File: src/rtl/button_reader.sv
// Debounced push-button reader: 2-FF synchroniser, then one debounce/hold FSM per
// button producing a level, press/release/long-press pulses and a wrapping press count.
module button_reader #(
    parameter int CLOCK_XTAL     = 27000000,
    parameter int BTN_NUM        = 2,
    parameter int DEBOUNCE_MS    = 10,
    parameter int LONG_PRESS_MS  = 1000,
    parameter bit BTN_ACTIVE_LOW = 1'b1
) (
    input  logic                 clk,
    input  logic                 rst_n,
    input  logic [BTN_NUM-1:0]   btns_in,
    output logic [BTN_NUM-1:0]   btn_level,
    output logic [BTN_NUM-1:0]   btn_press,
    output logic [BTN_NUM-1:0]   btn_release,
    output logic [BTN_NUM-1:0]   btn_long,
    output logic [8*BTN_NUM-1:0] press_cnt
);
    localparam int CYC_PER_MS = CLOCK_XTAL / 1000;
    localparam int DB_CYC     = CYC_PER_MS * DEBOUNCE_MS;
    localparam int LP_CYC     = CYC_PER_MS * LONG_PRESS_MS;
    localparam int DB_W       = $clog2(DB_CYC) + 1;
    localparam int LP_W       = $clog2(LP_CYC) + 1;
    localparam logic [DB_W-1:0] DB_LAST = DB_W'(DB_CYC - 1);
    localparam logic [LP_W-1:0] LP_LAST = LP_W'(LP_CYC - 1);
    localparam logic [BTN_NUM-1:0] IDLE_PIN = BTN_ACTIVE_LOW ? {BTN_NUM{1'b1}} : {BTN_NUM{1'b0}};

    typedef enum logic [2:0] {IDLE, CHK_PRESS, PRESSED, HELD, CHK_REL} state_t;

    logic [BTN_NUM-1:0] sync1_reg;
    logic [BTN_NUM-1:0] sync2_reg;
    logic [BTN_NUM-1:0] p;

    always_ff @(posedge clk or negedge rst_n) begin
        if (!rst_n) begin
            sync1_reg <= IDLE_PIN;
            sync2_reg <= IDLE_PIN;
        end else begin
            sync1_reg <= btns_in;
            sync2_reg <= sync1_reg;
        end
    end

    assign p = BTN_ACTIVE_LOW ? ~sync2_reg : sync2_reg;

    always_ff @(posedge clk) begin
        assert (LONG_PRESS_MS > DEBOUNCE_MS && DB_CYC >= 2);
    end

    for (genvar gi = 0; gi < BTN_NUM; gi++) begin : g_btn
        state_t            state_reg, state_next;
        logic [DB_W-1:0]   db_reg, db_next;
        logic [LP_W-1:0]   hold_reg, hold_next;
        logic              long_done_reg, long_done_next;
        logic              level_reg, level_next;
        logic              press_reg, press_next;
        logic              release_reg, release_next;
        logic              long_reg, long_next;
        logic [7:0]        cnt_reg, cnt_next;

        always_ff @(posedge clk or negedge rst_n) begin
            if (!rst_n) begin
                state_reg     <= IDLE;
                db_reg        <= '0;
                hold_reg      <= '0;
                long_done_reg <= 1'b0;
                level_reg     <= 1'b0;
                press_reg     <= 1'b0;
                release_reg   <= 1'b0;
                long_reg      <= 1'b0;
                cnt_reg       <= 8'd0;
            end else begin
                state_reg     <= state_next;
                db_reg        <= db_next;
                hold_reg      <= hold_next;
                long_done_reg <= long_done_next;
                level_reg     <= level_next;
                press_reg     <= press_next;
                release_reg   <= release_next;
                long_reg      <= long_next;
                cnt_reg       <= cnt_next;
            end
        end

        always_comb begin
            state_next     = state_reg;
            db_next        = db_reg;
            hold_next      = hold_reg;
            long_done_next = long_done_reg;
            level_next     = level_reg;
            press_next     = 1'b0;
            release_next   = 1'b0;
            long_next      = 1'b0;
            cnt_next       = cnt_reg;
            case (state_reg)
                IDLE: begin
                    if (p[gi]) begin
                        state_next = CHK_PRESS;
                        db_next    = '0;
                    end
                end
                CHK_PRESS: begin
                    if (!p[gi]) begin
                        state_next = IDLE;
                    end else if (db_reg == DB_LAST) begin
                        state_next     = PRESSED;
                        level_next     = 1'b1;
                        press_next     = 1'b1;
                        cnt_next       = cnt_reg + 8'd1;
                        hold_next      = '0;
                        long_done_next = 1'b0;
                    end else begin
                        db_next = db_reg + 1'b1;
                    end
                end
                PRESSED: begin
                    hold_next = hold_reg + 1'b1;
                    if (hold_reg == LP_LAST) begin
                        long_next      = 1'b1;
                        long_done_next = 1'b1;
                        state_next     = HELD;
                    end
                    // A release seen on the long-press cycle still debounces, flag already set.
                    if (!p[gi]) begin
                        state_next = CHK_REL;
                        db_next    = '0;
                    end
                end
                HELD: begin
                    if (!p[gi]) begin
                        state_next = CHK_REL;
                        db_next    = '0;
                    end
                end
                CHK_REL: begin
                    if (p[gi]) begin
                        state_next = long_done_reg ? HELD : PRESSED;
                    end else if (db_reg == DB_LAST) begin
                        state_next   = IDLE;
                        level_next   = 1'b0;
                        release_next = 1'b1;
                    end else begin
                        db_next = db_reg + 1'b1;
                    end
                end
                default: state_next = IDLE;
            endcase
        end

        assign btn_level[gi]         = level_reg;
        assign btn_press[gi]         = press_reg;
        assign btn_release[gi]       = release_reg;
        assign btn_long[gi]          = long_reg;
        assign press_cnt[8*gi +: 8]  = cnt_reg;
    end

endmodule
File: config.mk
export PLATFORM = sky130hd
export DESIGN_NAME = button_reader
export DESIGN_NICKNAME = d
export VERILOG_FILES = /design/src/rtl/button_reader.sv
export SDC_FILE = /design/constraint.sdc
export NUM_CORES = 1
export LEC_CHECK = 0
export BUFFER_PORTS_ARGS = -buffer_cell sky130_fd_sc_hd__buf_2
export CORE_MARGIN = 3
export CORE_UTILIZATION = 40
export CTS_BUF_LIST = sky130_fd_sc_hd__clkbuf_4 sky130_fd_sc_hd__clkbuf_8
export DETAILED_ROUTE_END_ITERATION = 12
export PLACE_DENSITY = 0.6
export REMOVE_ABC_BUFFERS = 1
export SLEW_MARGIN = 30
export SYNTH_ARGS = -nofsm -noshare
export SYNTH_HDL_FRONTEND = slang
export SYNTH_SLANG_ARGS = --single-unit
File: constraint.sdc
create_clock -name clk -period 3.5 [get_ports clk]
set_input_delay 0.175 -clock clk [delete_from_list [all_inputs] [get_ports clk]]
set_output_delay 0.175 -clock clk [all_outputs]
set_load 0.01 [all_outputs]
==> flow_metrics.tcl <==
set metrics [dict create \
    drtIter0Drc 348 \
    grt_pass1_wl_um 24880 \
    ys_ff_latch 128 \
    nNetsFinal 737 \
    finalCriticalPeriod_ns 2.610 \
    n_antenna_cell 0 \
    post-dp-hpwl_um 9871 \
    cts_resized 0 \
    cts_tree "yes" \
    yosys_most_used_dff "dfrtp_1" \
    io_buffers 27 \
    status "finished clean" \
    grt_pass1_vias 5098 \
    cts_setup_buffers 0 \
    postSynthCellCount 708 \
    postRouteAntennaNets 0 \
    die_x_um 135.8 \
    drive_gt1_frac 0.1286 \
    antenna_found_initial 0 \
    yosysWarnings 0 \
    startpoint_type "flop" \
    setup_ws_ns 0.8905 \
    dr.pass1.iters 5 \
    critical_path.endpoint_type "flop" \
    r2r-start "g_btn[1].db_reg[0]$_DFFE_PN0P_" \
    dieArea_mm2 0.01844 \
    finalClockSkew_ns 0.008913 \
    reg2reg_to "g_btn[1].cnt_reg[6]$_DFFE_PN0P_" \
    synth.avg_cell_area_um2 9.517 \
    ys_seq_area_frac 0.4761 \
    slew_headroom 0.4199 \
    row_count 46 \
    ys_types 66 \
    synthArstFlopShare 1.000 \
    numCtsBuffers 17 \
    fmax_mhz 383.2 \
    place_ws_ns 0.8720 \
    final-max-slew-violation-count 0 \
    core_area_mm2 0.01617 \
    tightest_slew_ns 0.8669 \
    clk_latency_ns 0.45 \
    hold_viol_final 0 \
    critPathMaxFanout 33 \
    synth_edf_count 0 \
    h-tree-depth 4 \
    vias 5249 \
    p_per_area_mw_per_mm2 394.8 \
    start_util 0.4166 \
    setup_tns_ns 0 \
    fp.dieH_um 135.8 \
    final_cell_mix "dfrtp_1, nor2_1, nand2_1" \
    critPathKind "reg -> reg" \
    root_buffer "clkbuf_8" \
    drv_cap 0 \
    reg2reg_depth 7 \
    syn_area_mm2 0.006738 \
    r2r_slack_ns 0.89 \
    clk_pin_slew_ns 0.07 \
    cp_data_arrival_time_ns 2.94 \
    final_common_cell "dfrtp_1" \
    ioPinCount 28 \
    ir_drop_uv 249.0 \
    finalCritPeriodShare 0.7456 \
    rsz0062_at_grt "no" \
    grt_overflow 0 \
    wl_um 14330 \
    fillers 1501 \
    leakage_uw 0.003128 \
    finalSetupViolations 0 \
    gp_congestion 0.8466 \
    largest_reg_flops 52 \
    globalRouteTotalUtil 0.1674 \
    grt_max_degree 77 \
    via_per_inst 5.496 \
    drc 0 \
    syn2layout_area_growth_pct 10.19 \
    wl_per_cell_um 15.00 \
    clockBufferDepth 2 \
    hp-class "in -> async" \
    cp.required_ns 3.83 \
    cts_sinks 128 \
]
logic make-up (layout without fill, tap and decap cells):
kind of cell / after synthesis / after routing / synth area share
flip-flops: 128 / 128 / 0.4761
multiplexers: 4 / 4 / 0.006499
buffers and inverters: 51 / 82 / 0.03900
AND/OR/NAND/NOR: 349 / 349 / 0.2765
adder cells (fa/ha/maj): 6 / 6 / 0.01114
XOR/XNOR: 67 / 67 / 0.08709
AO/OA/AOI/OAI: 103 / 103 / 0.1036
area by class of cell:
cell class	count	area (µm²)	share of cell area
inverters	16	60.06	0.008089
repair buffers	35	217.7	0.02932
clock buffers	24	299.0	0.04028
flip-flops and latches	128	3208	0.4321
clock inverters	7	85.08	0.01146
multi-input cells	529	3284	0.4424
well taps	216	270.3	0.03640
metrics by stage:
stage / cell area [µm²] / hold slack [ns] / util / cells / power, µW
floorplan: 6535 / -0.1206 / - / 673 / 1634
global placement: 7002 / 0.2660 / 0.4329 / 921 / 1694
detailed placement: 7002 / 0.2655 / 0.4329 / 921 / 1701
CTS: 7416 / 0.3388 / 0.4585 / 955 / 2970
global route: 7425 / 0.3618 / 0.4591 / 955 / 3056
finish: 7425 / 0.3142 / 0.4591 / 955 / 2931
cell usage after synthesis (all sizes together) (8+ instances only):
cell    number  area [µm²]
a21oi       25       128.9
o41ai        8       70.07
dfrtp      124        3103
or3         17       106.4
nor4        18       156.4
o31ai        8       78.82
xor2        27       236.5
nor2        84       317.8
nand3       46       230.2
and3        10       62.56
xnor2       40       350.3
nor3        25       125.1
nand4       36       225.2
nand2       59       221.5
and2         9       56.30
buf         18       138.9
or4         12       101.3
inv         16       60.05
o21ai       34       181.4
clkbuf      17       63.81
critical path, cell delays in order, from the launching register on:
cell	delay (ns)
dfrtp_1	0.41
ha_1	0.21
nand4_1	0.22
nor4_2	0.43
nand3_1	0.35
inv_2	0.51
nand4_1	0.20
xnor2_1	0.17
routing by layer:
metal	wire length, µm	track usage	vias to the layer above
met1	6955	0.2311	2581
met5	0	0	-
met4	220	0.05935	0
li1	-	-	2576
met3	453	0.03863	15
met2	6696	0.2597	77
timing repair:
| action | in CTS | in global routing |
|---|---|---|
| hold buffers | 3 | 0 |
| setup endpoints to repair | 0 | 0 |
| endpoints found under the hold margin | 52 | 0 |
power by group:
group / switching (µW) / internal, µW
logic: 89.7 / 45.0
clock network: 557 / 699
registers: 36.0 / 1500
total: 682 / 2250
worst max-delay path by stage:
stage,from,end
2_1_floorplan,g_btn[0].db_reg[15]$_DFFE_PN0P_,g_btn[0].cnt_reg[7]$_DFFE_PN0P_
3_3_place_gp,g_btn[0].state_reg[1]$_DFFE_PN0P_,g_btn[0].db_reg[3]$_DFFE_PN0P_
3_5_place_dp,g_btn[1].db_reg[0]$_DFFE_PN0P_,g_btn[1].cnt_reg[6]$_DFFE_PN0P_
4_1_cts,g_btn[1].db_reg[0]$_DFFE_PN0P_,g_btn[1].cnt_reg[6]$_DFFE_PN0P_
5_1_grt,g_btn[1].db_reg[0]$_DFFE_PN0P_,g_btn[1].cnt_reg[4]$_DFFE_PN0P_
6_report,g_btn[1].db_reg[0]$_DFFE_PN0P_,g_btn[1].cnt_reg[6]$_DFFE_PN0P_
Power figures use the tool's default switching activity.
